===== config.mk =====
export PLATFORM = sky130hd
export DESIGN_NAME = mem_access_ctrl_flat
export DESIGN_NICKNAME = d
export VERILOG_FILES = /design/src/rtl/mem_ctrl_pkg.sv /design/src/rtl/mem_access_ctrl_if.sv /design/src/rtl/mem_wait_timer.sv /design/src/rtl/mem_access_ctrl.sv /design/src/flat_wrapper.sv
export SDC_FILE = /design/constraint.sdc
export NUM_CORES = 1
export LEC_CHECK = 0
export CAP_MARGIN = 20
export CORE_ASPECT_RATIO = 1.5
export CORE_MARGIN = 4
export CORE_UTILIZATION = 42
export CTS_CLUSTER_SIZE = 20
export DETAILED_ROUTE_END_ITERATION = 10
export PLACE_DENSITY_LB_ADDON = 0.15
export SKIP_LAST_GASP = 1
export SLEW_MARGIN = 30
export SYNTH_ARGS = -nofsm -noshare
export SYNTH_HDL_FRONTEND = slang
export SYNTH_SLANG_ARGS = --single-unit

===== constraint.sdc =====
create_clock -name clk -period 3.15 [get_ports clk]
set_input_delay 0.4725 -clock clk [delete_from_list [all_inputs] [get_ports clk]]
set_output_delay 0.4725 -clock clk [all_outputs]
set_load 0.005 [all_outputs]

===== src/rtl/mem_ctrl_pkg.sv =====
// Shared definitions for the memory access controller and the cache-fill logic
// that will later reuse the burst-length clamp.
package mem_ctrl_pkg;

  typedef enum logic [1:0] {
    IDLE   = 2'd0,
    SETUP  = 2'd1,
    ACCESS = 2'd2
  } state_t;

  function automatic int addr_width(input int mem_size);
    int result;
    result = (mem_size > 1) ? $clog2(mem_size) : 1;
    return result;
  endfunction

  function automatic int len_width(input int max_burst);
    int result;
    result = $clog2(max_burst) + 1;
    return result;
  endfunction

  // A zero length still moves one word; oversize requests are cut to the burst limit.
  function automatic int clamp_len(input int len, input int max_burst);
    int result;
    result = len;
    if (len < 1)
      result = 1;
    else if (len > max_burst)
      result = max_burst;
    return result;
  endfunction

endpackage


===== src/rtl/mem_access_ctrl_if.sv =====
// CPU request/response channel plus the level-sensitive memory bus, bundled so the
// controller sees one port; master is the controller's view, slave the environment's.
interface mem_access_ctrl_if
  import mem_ctrl_pkg::*;
#(
  parameter int MEM_WIDTH = 32,
  parameter int MEM_SIZE  = 256,
  parameter int MAX_BURST = 4
);
  localparam int AW = addr_width(MEM_SIZE);
  localparam int LW = len_width(MAX_BURST);

  logic                 cpu_req_valid;
  logic                 cpu_req_ready;
  logic                 cpu_req_we;
  logic [AW-1:0]        cpu_req_addr;
  logic [MEM_WIDTH-1:0] cpu_req_wdata;
  logic [LW-1:0]        cpu_req_len;
  logic                 cpu_resp_valid;
  logic [MEM_WIDTH-1:0] cpu_resp_rdata;
  logic                 busy;
  logic [AW-1:0]        mem_addr;
  logic                 mem_read_en;
  logic                 mem_write_en;
  logic [MEM_WIDTH-1:0] mem_write_val;
  logic [MEM_WIDTH-1:0] mem_read_val;

  modport master (
    input  cpu_req_valid, cpu_req_we, cpu_req_addr, cpu_req_wdata, cpu_req_len,
    input  mem_read_val,
    output cpu_req_ready, cpu_resp_valid, cpu_resp_rdata, busy,
    output mem_addr, mem_read_en, mem_write_en, mem_write_val
  );

  modport slave (
    output cpu_req_valid, cpu_req_we, cpu_req_addr, cpu_req_wdata, cpu_req_len,
    output mem_read_val,
    input  cpu_req_ready, cpu_resp_valid, cpu_resp_rdata, busy,
    input  mem_addr, mem_read_en, mem_write_en, mem_write_val
  );

endinterface


===== src/rtl/mem_wait_timer.sv =====
// Loadable down-counter that times how long a memory strobe is held; done is
// high while the count sits at zero.
module mem_wait_timer #(
  parameter int WAIT_CYCLES = 2
) (
  input  logic clk,
  input  logic reset,
  input  logic load,
  input  logic en,
  output logic done
);
  localparam int CW = (WAIT_CYCLES > 1) ? $clog2(WAIT_CYCLES) : 1;
  localparam logic [CW-1:0] RELOAD = CW'(WAIT_CYCLES - 1);

  logic [CW-1:0] count;

  always_ff @(posedge clk or posedge reset) begin
    if (reset)
      count <= '0;
    else if (load)
      count <= RELOAD;
    else if (en && (count != '0))
      count <= count - CW'(1);
  end

  assign done = (count == '0);

endmodule


===== src/rtl/mem_access_ctrl.sv =====
// Bus initiator between the CPU load/store/fetch stage and a word-addressed memory:
// one request at a time, a strobe-free setup cycle, then WAIT_CYCLES of strobe per word.
module mem_access_ctrl
  import mem_ctrl_pkg::*;
#(
  parameter int MEM_WIDTH   = 32,
  parameter int MEM_SIZE    = 256,
  parameter int WAIT_CYCLES = 2,
  parameter int MAX_BURST   = 4
) (
  input logic             clk,
  input logic             reset,
  mem_access_ctrl_if.master bus
);
  localparam int AW = addr_width(MEM_SIZE);
  localparam int LW = len_width(MAX_BURST);
  localparam logic [AW-1:0] LAST_ADDR = AW'(MEM_SIZE - 1);

  state_t               state, next_state;
  logic                 we_q;
  logic [LW-1:0]        remaining;
  logic [AW-1:0]        addr_q;
  logic [MEM_WIDTH-1:0] wval_q;
  logic                 resp_valid_q;
  logic [MEM_WIDTH-1:0] rdata_q;
  logic                 accept;
  logic                 timer_load;
  logic                 timer_en;
  logic                 timer_done;
  logic                 word_done;

  mem_wait_timer #(.WAIT_CYCLES(WAIT_CYCLES)) u_timer (
    .clk   (clk),
    .reset (reset),
    .load  (timer_load),
    .en    (timer_en),
    .done  (timer_done)
  );

  always_ff @(posedge clk or posedge reset) begin
    if (reset)
      state <= IDLE;
    else
      state <= next_state;
  end

  always_comb begin
    next_state = state;
    accept     = 1'b0;
    timer_load = 1'b0;
    word_done  = 1'b0;
    case (state)
      IDLE: begin
        if (bus.cpu_req_valid) begin
          accept     = 1'b1;
          next_state = SETUP;
        end
      end
      SETUP: begin
        timer_load = 1'b1;
        next_state = ACCESS;
      end
      ACCESS: begin
        if (timer_done) begin
          word_done  = 1'b1;
          next_state = (remaining > LW'(1)) ? SETUP : IDLE;
        end
      end
      default: next_state = IDLE;
    endcase
  end

  // The address advances only between burst words, so it is already stable when SETUP begins.
  always_ff @(posedge clk or posedge reset) begin
    if (reset) begin
      we_q         <= 1'b0;
      remaining    <= '0;
      addr_q       <= '0;
      wval_q       <= '0;
      resp_valid_q <= 1'b0;
      rdata_q      <= '0;
    end else begin
      resp_valid_q <= word_done;
      if (accept) begin
        addr_q    <= bus.cpu_req_addr;
        we_q      <= bus.cpu_req_we;
        wval_q    <= bus.cpu_req_wdata;
        remaining <= bus.cpu_req_we ? LW'(1)
                                    : LW'(clamp_len(int'(bus.cpu_req_len), MAX_BURST));
      end
      if (word_done) begin
        rdata_q   <= we_q ? '0 : bus.mem_read_val;
        remaining <= remaining - LW'(1);
        if (remaining > LW'(1))
          addr_q <= (addr_q == LAST_ADDR) ? '0 : addr_q + AW'(1);
      end
    end
  end

  assign timer_en = (state == ACCESS);

  // Strobes decode straight from the state register so an async reset drops them at once.
  assign bus.mem_read_en    = (state == ACCESS) && !we_q;
  assign bus.mem_write_en   = (state == ACCESS) && we_q;
  assign bus.mem_addr       = addr_q;
  assign bus.mem_write_val  = wval_q;
  assign bus.cpu_req_ready  = (state == IDLE);
  assign bus.busy           = (state != IDLE);
  assign bus.cpu_resp_valid = resp_valid_q;
  assign bus.cpu_resp_rdata = rdata_q;

endmodule


===== src/flat_wrapper.sv =====
// flat-port wrapper written by rule: the top's interface ports become plain ports
module mem_access_ctrl_flat import mem_ctrl_pkg::*;
#(
  parameter int MEM_WIDTH   = 32,
  parameter int MEM_SIZE    = 256,
  parameter int WAIT_CYCLES = 2,
  parameter int MAX_BURST   = 4
)
  (clk, reset, bus_cpu_req_valid, bus_cpu_req_we, bus_cpu_req_addr, bus_cpu_req_wdata, bus_cpu_req_len, bus_mem_read_val, bus_cpu_req_ready, bus_cpu_resp_valid, bus_cpu_resp_rdata, bus_busy, bus_mem_addr, bus_mem_read_en, bus_mem_write_en, bus_mem_write_val);
  mem_access_ctrl_if #(.MEM_WIDTH(MEM_WIDTH), .MEM_SIZE(MEM_SIZE), .MAX_BURST(MAX_BURST)) bus_i ();
  input logic clk;
  input logic reset;
  input wire logic [$bits(bus_i.cpu_req_valid)-1:0] bus_cpu_req_valid;
  input wire logic [$bits(bus_i.cpu_req_we)-1:0] bus_cpu_req_we;
  input wire logic [$bits(bus_i.cpu_req_addr)-1:0] bus_cpu_req_addr;
  input wire logic [$bits(bus_i.cpu_req_wdata)-1:0] bus_cpu_req_wdata;
  input wire logic [$bits(bus_i.cpu_req_len)-1:0] bus_cpu_req_len;
  input wire logic [$bits(bus_i.mem_read_val)-1:0] bus_mem_read_val;
  output wire logic [$bits(bus_i.cpu_req_ready)-1:0] bus_cpu_req_ready;
  output wire logic [$bits(bus_i.cpu_resp_valid)-1:0] bus_cpu_resp_valid;
  output wire logic [$bits(bus_i.cpu_resp_rdata)-1:0] bus_cpu_resp_rdata;
  output wire logic [$bits(bus_i.busy)-1:0] bus_busy;
  output wire logic [$bits(bus_i.mem_addr)-1:0] bus_mem_addr;
  output wire logic [$bits(bus_i.mem_read_en)-1:0] bus_mem_read_en;
  output wire logic [$bits(bus_i.mem_write_en)-1:0] bus_mem_write_en;
  output wire logic [$bits(bus_i.mem_write_val)-1:0] bus_mem_write_val;
  assign bus_i.cpu_req_valid = bus_cpu_req_valid;
  assign bus_i.cpu_req_we = bus_cpu_req_we;
  assign bus_i.cpu_req_addr = bus_cpu_req_addr;
  assign bus_i.cpu_req_wdata = bus_cpu_req_wdata;
  assign bus_i.cpu_req_len = bus_cpu_req_len;
  assign bus_i.mem_read_val = bus_mem_read_val;
  assign bus_cpu_req_ready = bus_i.cpu_req_ready;
  assign bus_cpu_resp_valid = bus_i.cpu_resp_valid;
  assign bus_cpu_resp_rdata = bus_i.cpu_resp_rdata;
  assign bus_busy = bus_i.busy;
  assign bus_mem_addr = bus_i.mem_addr;
  assign bus_mem_read_en = bus_i.mem_read_en;
  assign bus_mem_write_en = bus_i.mem_write_en;
  assign bus_mem_write_val = bus_i.mem_write_val;
  mem_access_ctrl #(.MEM_WIDTH(MEM_WIDTH), .MEM_SIZE(MEM_SIZE), .WAIT_CYCLES(WAIT_CYCLES), .MAX_BURST(MAX_BURST)) u_core (.clk(clk), .reset(reset), .bus(bus_i));
endmodule

; ---- Word-level counts from Yosys, hierarchy flattened
; Index checks and enable logic that the tools add are counted.
[totals]
reg_bits = 80
inputBits = 79
word_cells = 49
[classes]
addsub = 3
n_lt_le_gt_ge = 3
eq_ne = 5
muxes = 21
n_reduce_logical = 9
[ops]
columns = op, count
row1 = two-way mux 32 bit, 1
row2 = two-way mux 8 bit, 4
row3 = two-way mux 3 bit, 5
row4 = adder 8 x 1 -> 8 bit (second input constant), 1
row5 = == test 8 bit (second input constant), 1
row6 = two-way mux 1 bit, 8
row7 = one-hot mux 2 bit (3 select lines), 1
row8 = nonzero test 2 bit, 3
row9 = two-way mux 2 bit, 2
row10 = != test 2 bit (second input constant), 2
row11 = greater-than comparator 3 x 1 -> 1 bit (second input constant), 1
row12 = greater-than comparator 3 bit (second input constant), 1
row13 = logical AND 1 bit, 3
row14 = < comparator 3 x 1 -> 1 bit (second input constant), 1
row15 = subtractor 3 x 1 -> 3 bit (second input constant), 1
row16 = == test 2 x 1 -> 1 bit (second input constant), 1
row17 = == test 2 bit (second input constant), 1
row18 = logical NOT 2 bit, 1
row19 = AND reduction 2 bit, 1
row20 = logical NOT 1 bit, 1
row21 = subtractor 1 bit (second input constant), 1

; ---- Longest topological paths before layout
[logic_depth]
ltp_word = 6
depth_mapped = 6

; ---- By module
; From an unflattened synthesis, not the netlist that was laid out.
[hier_totals]
hier_cells = 373
hier_area_um2 = 3432.0
[by_module_without_submodules]
columns = module, instances, cells_per_inst, area_each_um2, seq_area_each_um2
row1 = mem_access_ctrl, 1, 369, 3388.2, 1976.9
row2 = mem_wait_timer, 1, 4, 43.8, 25.0

; ---- Worst setup path after synthesis
; Ideal clock, no wire load.
[synth_path]
kind = flip-flop to flip-flop
from = register u_core.remaining[0]
to = register u_core.addr_q[5] (netlist: u_core.bus.mem_addr[5])
setup_time_ns = 0.124
arrival_time_ns = 1.513
required_ns = 3.026
setup_slack_ns = 1.513
stages_incl_launch_ff = 6
n_path_buf = 0
period_less_slack_ns = 1.637
path_cell_list = dfrtp_1 > ha_1 > o21ba_2 > o21ai_4 > o311a_1 > a211o_1
[synth_via]
elab_chain_len = 3
[synth_lines]
columns = item, line_no
row1 = "start, declared", mem_access_ctrl.sv:21  ; logic [LW-1:0] remaining;
row2 = "start signal, assigned", mem_access_ctrl.sv:88  ; remaining <= bus.cpu_req_we ? LW'(1)
row3 = "start signal, assigned", mem_access_ctrl.sv:93  ; remaining <= remaining - LW'(1);
row4 = greater-than comparator 3 x 1 -> 1 bit, mem_access_ctrl.sv:94  ; if (remaining > LW'(1))
row5 = two-way mux 8 bit, mem_access_ctrl.sv:94
row6 = two-way mux 8 bit, mem_access_ctrl.sv:91  ; if (word_done) begin
row7 = "end signal, assigned", mem_access_ctrl.sv:85  ; addr_q <= bus.cpu_req_addr;
row8 = "end signal, assigned", mem_access_ctrl.sv:95  ; addr_q <= (addr_q == LAST_ADDR) ? '0 : addr_q + AW'(1);
row9 = "end, declared", mem_access_ctrl.sv:22  ; logic [AW-1:0] addr_q;
; Every way passes these cells.
; A chain may end at the register's enable or synchronous reset.

; ---- Final worst setup path
[layout_path]
from = register u_core.we_q
to = output bus_mem_write_en
[layout_via]
elab_chain_len = 1
[layout_lines]
columns = item, line_no
row1 = "start, declared", mem_access_ctrl.sv:20  ; logic we_q;
row2 = "start signal, assigned", mem_access_ctrl.sv:86  ; we_q <= bus.cpu_req_we;
row3 = logical AND 1 bit, mem_access_ctrl.sv:104  ; assign bus.mem_write_en = (state == ACCESS) && we_q;
row4 = "end, declared", flat_wrapper.sv:25  ; output wire logic [$bits(bus_i.mem_write_en)-1:0] bus_mem_write_en;
; Every way passes these cells.

==> metrics.txt <==
status finished, final reports clean; Final setup viols 0; Post-synth EDFFs 0; Worst Setup Start Kind register; period utilization 79.2%; Seq. cell area 0.00200 mm2; row count 40; antenna cells 0; Worst Path Max Fanout 35; DR WL/cell 14.1 um; Placed Area 0.00507 mm2; vias per cell 4.82; Crit-path slowest cell dfrtp_1; GPL Wtd Cong 0.804; Avg Inst Size Synth 9.19 um2; Area Growth Syn to Fin 55.8%; Met2 Wirelength 4340 um; metal3 WL 753 um; Hold Crit Class reg2reg; syn_nets 455; Synth top area share 58.4%; core area 0.00801 mm2; dpl ws 0.937 ns; asr flop ratio synth 100%; Worst-path clk slew 0.05 ns; Residual DRC 0; hold path startpoint u_core.bus.mem_write_val[11]$_DFFE_PP0P_; initial DRC count 106; Initial Util 42.8%; maximum VDD drop 673 uV; largest net degree at the start of global routing 81; Critical path origin u_core.we_q$_DFFE_PP0P_; via count 3049; Die X 81.8 um; post-route ant nets 0; Pre-antenna DRT Iters 4; grt total ovfl 0; max cap viols 0; critical path class reg2out; die height 119 um; die area 0.00970 mm2; TritonCTS clock tree done; dominant synthesized flop cell dfrtp_1; top-count cell post-synth nand2_1; Multi-input gate area 0.00131 mm2; H-Tree Depth 3; final wirelength 8930 um; gr usage total 19.1%; Port-buffer cells 155; Slew @ Worst Pin 0.845 ns; Clock Root Buffer clkbuf_16; cell count after placement 618; first-pass GRT wire length 14400 um; Synth area leaders dfrtp_1, nand2_1, nand2b_1; Hold Buf Count CTS 0; setup TNS 0 ns; Post-Synthesis Cells 373; final hold vios 0; Pwr Density 918 mW/mm2; # clock sinks 80; share of cells above drive strength 1 4.17%; WHS Path Cells 2; Pwr Total 4.90 mW; Final Max Tran Viols 0; initial antenna violation count 0; Synth Cell Area 0.00343 mm2; final standard cell area without fillers 0.00534 mm2; count of cell types in the netlist 37; Reg2Reg Depth 5; routed metal-1 wirelength 3630 um; sequential area share after synthesis 58.4%; setup ws final 0.655 ns; Post-CTS Setup Bufs 0; cts bufs inserted 9; Cell Count, Final, Fillers Out 633; I/O pin count 156; Slew HR 43.7%; P_leak 2.43 nW; nets 606; Max Root-Sink Buffers 2; clk_skew 0.00472 ns; post_cts resized 0; unrepaired setup endpoints after global routing no; Detailed Place HPWL 6260 um; crit end category output pin; number of synthesized register bits 80; fill count 669; largest area contributor in the netlist dfrtp_1; Top Layer Used met4; Final min period 2.49 ns; Critical Path, Cell by Cell and3_1 -> clkdlybuf4s50_1; FF-to-FF setup slack 1.15 ns; clk_lat worst skew 0.33 ns; Post-synth top cells nand2_1, dfrtp_1, o21ai_0; vias in the first global route 2955; Yosys warning count 0; WP data required 2.68 ns; max incr delay on CP 0.89 ns; CP arrival 2.02 ns; Worst R2R Start u_core.state[1]$_DFFE_PP0P_; max frequency 401 MHz
sequential cells by signal, summed over array words and instances (netlist names):
signal,flops
u_core.bus.cpu_resp_rdata,32
u_core.bus.mem_write_val,32
u_core.remaining,3
u_core.u_timer.count,1
u_core.bus.mem_addr,8
u_core.we_q,1
u_core.state,2
u_core.bus.cpu_resp_valid,1
layout make-up:
type                       instances  area share, %
multi-input combinational        266           24.6
inverter                           8          0.609
tap                              105           2.46
timing repair buffer             159           29.9
sequential                        80           37.5
clock buffer                      15           5.01
power breakdown:
group | leakage, nW | internal [mW] | switching, mW
clock network | 0.130 | 0.573 | 0.368
registers | 0.993 | 1.51 | 0.377
logic | 1.30 | 1.24 | 0.841
path summary, 6_finish.rpt:
kind                                                                  to
worst min register to register  u_core.bus.mem_write_val[11]$_DFFE_PP0P_
max in group asynchronous                u_core.remaining[0]$_DFFE_PP0P_
worst min-delay path            u_core.bus.mem_write_val[11]$_DFFE_PP0P_
worst max register to register   u_core.bus.mem_write_val[9]$_DFFE_PP0P_
worst max-delay path                                    bus_mem_write_en
min in group asynchronous       u_core.bus.cpu_resp_rdata[8]$_DFFE_PP0P_
placed cells by master, fill, tap and decap left out, types with 4 or more instances in the layout:
cell             instances
o21ai_0                 36
clkdlybuf4s50_1        155
inv_1                    5
nand3_1                  9
o211ai_1                 4
a21oi_1                  5
nand2b_1                32
nor2_1                   7
clkbuf_16                9
clkbuf_1                 4
nand2_1                140
dfrtp_1                 80
nor3_1                   4
per-stage QoR:
| step | hold slack (ns) | util (%) |
|---|---|---|
| final | 0.470 | 66.7 |
| after global routing | 0.494 | 66.7 |
| after CTS | 0.476 | 66.7 |
| after detailed placement | 0.462 | 63.3 |
| after global placement | 0.457 | 63.3 |
| after floorplan | 0.470 | - |
worst max-delay path: cells and delay by family (launching register included):
family        cells  cell delay, ns
simple gates      1            0.28
flops             1            0.89
buf+inv           1            0.51
per-layer routing:
metal / track usage (%) / vias to the layer above
met2: 30.5 / 119
met5: 0 / -
met4: 8.11 / 0
met1: 23.6 / 1397
li1: - / 1516
met3: 5.49 / 17
cell families (layout without fill, tap and decap cells):
family / after synthesis / after routing / share of synthesized area (%)
fa+ha+maj: 3 / 3 / 1.10
simple gates: 203 / 203 / 26.4
buf+inv: 27 / 182 / 3.29
flops: 80 / 80 / 58.4
mux: 1 / 1 / 0.292
compound gates: 59 / 59 / 10.5
Power figures use the tool's default switching activity.
==> RTL change 1: new RTL, same settings <==
Re-encode `state_t` (3 states) as one-hot, 3 bits wide.
--- a/src/rtl/mem_ctrl_pkg.sv
+++ b/src/rtl/mem_ctrl_pkg.sv
@@ -2,10 +2,10 @@
 // that will later reuse the burst-length clamp.
 package mem_ctrl_pkg;
 
-  typedef enum logic [1:0] {
-    IDLE   = 2'd0,
-    SETUP  = 2'd1,
-    ACCESS = 2'd2
+  typedef enum logic [2:0] {
+    IDLE   = 3'b001,
+    SETUP  = 3'b010,
+    ACCESS = 3'b100
   } state_t;
 
   function automatic int addr_width(input int mem_size);
Function: no difference found for any inputs over 4 cycles, from zero or initial values and one cycle with reset high; so few cycles prove little.
==> RTL change 1 against the original RTL <==
Core utilization rose by 2.5 points. Wire length rose by 2.8%. Register-to-register slack gained 150 ps. Sequential cell count increased by 1. Total power fell by 3.9%. Area after synthesis shrank 2.8%. Design area decreased by 0.70%. Setup slack better by 320 ps. Critical endpoint unchanged. Largest cell class unchanged. Largest power group is now registers.
==> RTL change 1: results (changes against the original RTL) <==
[detailed_routing]
dr_wl_met3_um = 842  ; +12%
wl_per_cell_um = 15.83  ; +12%
highest_layer = met4
drtPass1Iterations = 4  ; unchanged
first_iter_violations = 126  ; +19%
met1Wirelength_um = 3588  ; -1.0%
dr_wl_met2_um = 4555  ; +5.0%
vias_per_cell = 5.043  ; +4.7%

[logic_synthesis]
netlist_top_cells_area = dfrtp_1, nand2_1, a22o_1, clkbuf_1, nand3_1
synthTopCellsByCount = nand2_1, dfrtp_1, a22o_1
synth_seq_area_share_pct = 60.89  ; +2.5 points
ys_types = 45  ; +22%
synth_ff_type = dfrtp_1
syn-num-nets = 404  ; -11%
async_flop_share_pct = 100.0  ; unchanged
yosysWarnings = 0  ; unchanged

[sta]
fin_skew_ps = 7.914  ; +3.196 ps
slew_headroom_pct = 55.02  ; +11 points

[global_routing]
grt_max_degree = 45  ; -44%
first_global_vias = 2920  ; -1.2%
groute.usage.overall_pct = 19.74  ; +0.68 points
antenna_found_initial = 0  ; unchanged
grt_pass1_wl_um = 14270  ; -1.1%

[clock_tree]
cts_setup_buffers = 0  ; unchanged
cts-root-buf = clkbuf_16
htree_levels = 3  ; unchanged
postCtsResizedCells = 0  ; unchanged
numCtsBuffers = 9  ; unchanged
cts.clk_slew.worst_paths_ps = 60
cts_buffer_depth = 2  ; unchanged
clk_latency_ps = 330  ; about the same

[critical_path]
crit_fanout = 7  ; -80%
cp.arrival_ps = 1710  ; -310 ps
rr_worst_depth = 6  ; +1

[pwr]
vdd_ir_drop_max_v = 0.0005712  ; -15%
p_leak_nw = 2.403  ; -0.92%

[place]
dpl.hpwl_um = 6640  ; +6.1%
place.port_buffers = 155  ; unchanged
place.gp.congestion = 0.8175  ; +1.7%

[layout]
n_antenna_cell = 0  ; unchanged
layout.nets = 556  ; -8.3%
layout-drive-gt1-share_pct = 6.485  ; +2.3 points
fillCellCount = 607  ; -9.3%

[min_path]
whs_path_depth = 2  ; unchanged
hold_class = reg2reg

[run_status]
status = finished, final reports clean

## RTL change 1: per-layer routing
metal	GRT usage, %	vias to the layer above
met5	0	-
met4	8.230	0
li1	-	1408
met2	32.47	133
met3	7.274	12
met1	23.28	1372
## RTL change 1: final cells by class
type | count | area, um^2 | area share [%]
Clock buffer | 11 | 242.7 | 4.578
Clock inverter | 4 | 76.32 | 1.439
Inverter | 6 | 28.78 | 0.5427
Multi-Input combinational cell | 215 | 1190 | 22.44
Sequential cell | 81 | 2028 | 38.25
Tap cell | 102 | 127.6 | 2.407
Timing Repair Buffer | 161 | 1609 | 30.34
## RTL change 1: worst paths after layout
path	start	slack (ps)	to
min reg2reg	u_core.bus.mem_write_val[24]	470	u_core.bus.mem_write_val[24]
max reg2reg	u_core.state[0]	1300	u_core.bus.mem_addr[7]
min	u_core.bus.mem_write_val[24]	470	u_core.bus.mem_write_val[24]
max in group asynchronous	reset	1880	u_core.state[0]
min in group asynchronous	reset	550	u_core.bus.mem_write_val[16]
max	u_core.state[0]	970	bus_mem_write_en
## RTL change 1: cells by family (layout without fill, tap and decap cells)
family	count (synthesis)	after routing	share of synthesized area, %
compound gates	61	61	14.88
fa+ha+maj	3	3	1.127
buf+inv	26	182	3.569
flops	81	81	60.89
mux	1	1	0.3005
simple gates	150	150	19.23
## RTL change 1: stage by stage
| stage | utilization (%) | power [mW] | worst slack [ps] | instance area (um^2) | std cells |
|---|---|---|---|---|---|
| 6_report | 69.21 | 4.712 | 971.6 | 5303 | 580 |
| 2_1_floorplan | - | 2.510 | 599.1 | 3331 | 322 |
| 5_1_grt | 69.21 | 5.049 | 914.7 | 5303 | 580 |
| 3_3_place_gp | 65.05 | 3.577 | 996.2 | 4984 | 565 |
| 4_1_cts | 69.21 | 4.771 | 954.4 | 5303 | 580 |
| 3_5_place_dp | 65.05 | 3.627 | 970.6 | 4984 | 565 |
## RTL change 1: power by group
part | total (mW) | switching [mW] | internal, mW | leakage (nW)
clock | 1.11 | 0.399 | 0.714 | 0.152
sequential | 1.81 | 0.341 | 1.47 | 1.04
combinational | 1.79 | 0.688 | 1.10 | 1.21
## RTL change 1: worst max-delay path: stages, from the launching register on
cell             delay, ps
dfstp_2                390
nand2b_2               210
nor3b_1                210
clkdlybuf4s50_1        560
==> RTL change 2: new RTL, config.mk and constraints unchanged <==
Made on the original files. `MEM_WIDTH` is set to 32 in 3 places; all go to 40.
--- a/src/rtl/mem_access_ctrl_if.sv
+++ b/src/rtl/mem_access_ctrl_if.sv
@@ -3,7 +3,7 @@
 interface mem_access_ctrl_if
   import mem_ctrl_pkg::*;
 #(
-  parameter int MEM_WIDTH = 32,
+  parameter int MEM_WIDTH = 40,
   parameter int MEM_SIZE  = 256,
   parameter int MAX_BURST = 4
 );
--- a/src/rtl/mem_access_ctrl.sv
+++ b/src/rtl/mem_access_ctrl.sv
@@ -3,7 +3,7 @@
 module mem_access_ctrl
   import mem_ctrl_pkg::*;
 #(
-  parameter int MEM_WIDTH   = 32,
+  parameter int MEM_WIDTH   = 40,
   parameter int MEM_SIZE    = 256,
   parameter int WAIT_CYCLES = 2,
   parameter int MAX_BURST   = 4
--- a/src/flat_wrapper.sv
+++ b/src/flat_wrapper.sv
@@ -1,7 +1,7 @@
 // flat-port wrapper written by rule: the top's interface ports become plain ports
 module mem_access_ctrl_flat import mem_ctrl_pkg::*;
 #(
-  parameter int MEM_WIDTH   = 32,
+  parameter int MEM_WIDTH   = 40,
   parameter int MEM_SIZE    = 256,
   parameter int WAIT_CYCLES = 2,
   parameter int MAX_BURST   = 4
Ports: changed (resized bus_cpu_req_wdata, bus_cpu_resp_rdata, bus_mem_read_val and bus_mem_write_val); port bits go from 156 to 188. The function was not compared with the original's and may differ.
==> RTL change 2 against the original RTL <==
Synthesized cell count up 18%. Sequential cell count is 16 higher. Largest power group unchanged. Wire length increased by 21%. Clock skew up 2.8 ps. Setup slack improved by 270 ps. Total power up 18%. Design area grew 18%. Area after synthesis increased by 19%.
==> RTL change 2: results (changes against the original RTL) <==
[pwr]
p_leak_nw = 2.881  ; +19%
vdd_ir_drop_max_v = 0.0005127  ; -24%
powerComb_mw = 2.54  ; +22%
pwr-share-comb_pct = 44.1  ; +1.7 points
seq-power_mw = 2.15  ; +14%

[place]
dpl_cell_area_um2 = 6025  ; +19%
dp.cells = 719  ; +16%
place.gp.congestion = 0.7893  ; -1.8%
place.port_buffers = 187  ; +21%
dpl.hpwl_um = 8078  ; +29%

[logic_synthesis]
synth-seq-cells = 96  ; +20%
netlist_top_cells_area = dfrtp_1, nand2_1, nand2b_1, o21ai_0, buf_2
synthAdderAreaFrac_pct = 1.161  ; +0.066 points
synthTopCellsByCount = nand2_1, dfrtp_1, nand2b_1
ys_types = 42  ; +14%
synth_area_per_cell_um2 = 9.286  ; +1.1%
syn-num-nets = 539  ; +18%
muxShareOfSynthArea_pct = 0.7333  ; +0.44 points
synth_compound_area_share_pct = 10.27  ; -0.21 points

[critical_path]
rr_worst_depth = 5  ; unchanged
cp_top_family = simple AND/OR/NAND/NOR gates
critPathMaxStageDelay_ps = 550  ; -340 ps
crit_path_end = u_core.remaining[2]
startpoint = u_core.state[1]
cp_slowest_cell = buf_4
reg2reg_slack_ps = 920  ; -230 ps

[global_routing]
grt_use_met3_pct = 5.830  ; +0.34 points
first_global_vias = 3576  ; +21%
grt_use_met2_pct = 31.85  ; +1.4 points
antenna_found_initial = 0  ; unchanged
grt_max_degree = 65  ; -20%
grt_pass1_wl_um = 17000  ; +18%
groute.usage.overall_pct = 19.05  ; about the same

[detailed_routing]
met1Wirelength_um = 4163  ; +15%
dr_wl_met2_um = 5518  ; +27%
wirelength_um = 10830  ; +21%
vias_per_cell = 4.844  ; +0.56%
wl_per_cell_um = 14.73  ; +4.4%
dr_wl_met3_um = 981  ; +30%
first_iter_violations = 189  ; +78%

[floorplan]
initial_core_util_pct = 43.74  ; +0.95 points
die_area_um2 = 11430  ; +18%

[layout]
clkCellAreaFrac_pct = 4.597  ; -0.42 points
multi_input_area_um2 = 1511  ; +15%
clock_buffers = 11  ; -4
area.sequential_um2 = 2402  ; +20%
layout-drive-gt1-share_pct = 4.655  ; +0.49 points
fillCellCount = 780  ; +17%
inverters = 12  ; +4
layout.nonclk_buf_share_pct = 30.43  ; +0.58 points
multi_input_comb_cells = 307  ; +15%
signal_buffers = 192  ; +21%
area_growth_pct = 54.20

[clock_tree]
clk_latency_ps = 340
cts_buffer_depth = 2  ; unchanged
cts-root-buf = clkbuf_16

[sta]
fin_skew_ps = 7.489  ; +2.772 ps
slew_headroom_pct = 50.92  ; +7.2 points

[min_path]
hold_class = reg2reg

[run_status]
status = finished, final reports clean

-- RTL change 2: cell types whose count changed in the layout (fill, tap and decap cells not counted), sizes merged, moves of 4 or more --
cell | before | now
nand3 | 9 | 3
dfrtp | 80 | 96
o21ai | 37 | 47
inv | 6 | 11
clkbuf | 15 | 11
nand2 | 140 | 170
nand2b | 32 | 40
clkdlybuf4s50 | 155 | 187
-- RTL change 2: worst min path at each step --
stage	slack, ps	cells after the start	start	end
after floorplan	470	2	u_core.bus.mem_write_val[0]	u_core.bus.mem_write_val[0]
after global placement	460	2	u_core.bus.mem_write_val[21]	u_core.bus.mem_write_val[21]
after detailed placement	460	2	u_core.bus.mem_write_val[17]	u_core.bus.mem_write_val[17]
after CTS	480	2	u_core.bus.mem_write_val[17]	u_core.bus.mem_write_val[17]
after global routing	490	2	u_core.bus.mem_write_val[34]	u_core.bus.mem_write_val[34]
final	480	2	u_core.bus.cpu_resp_rdata[29]	u_core.bus.cpu_resp_rdata[29]
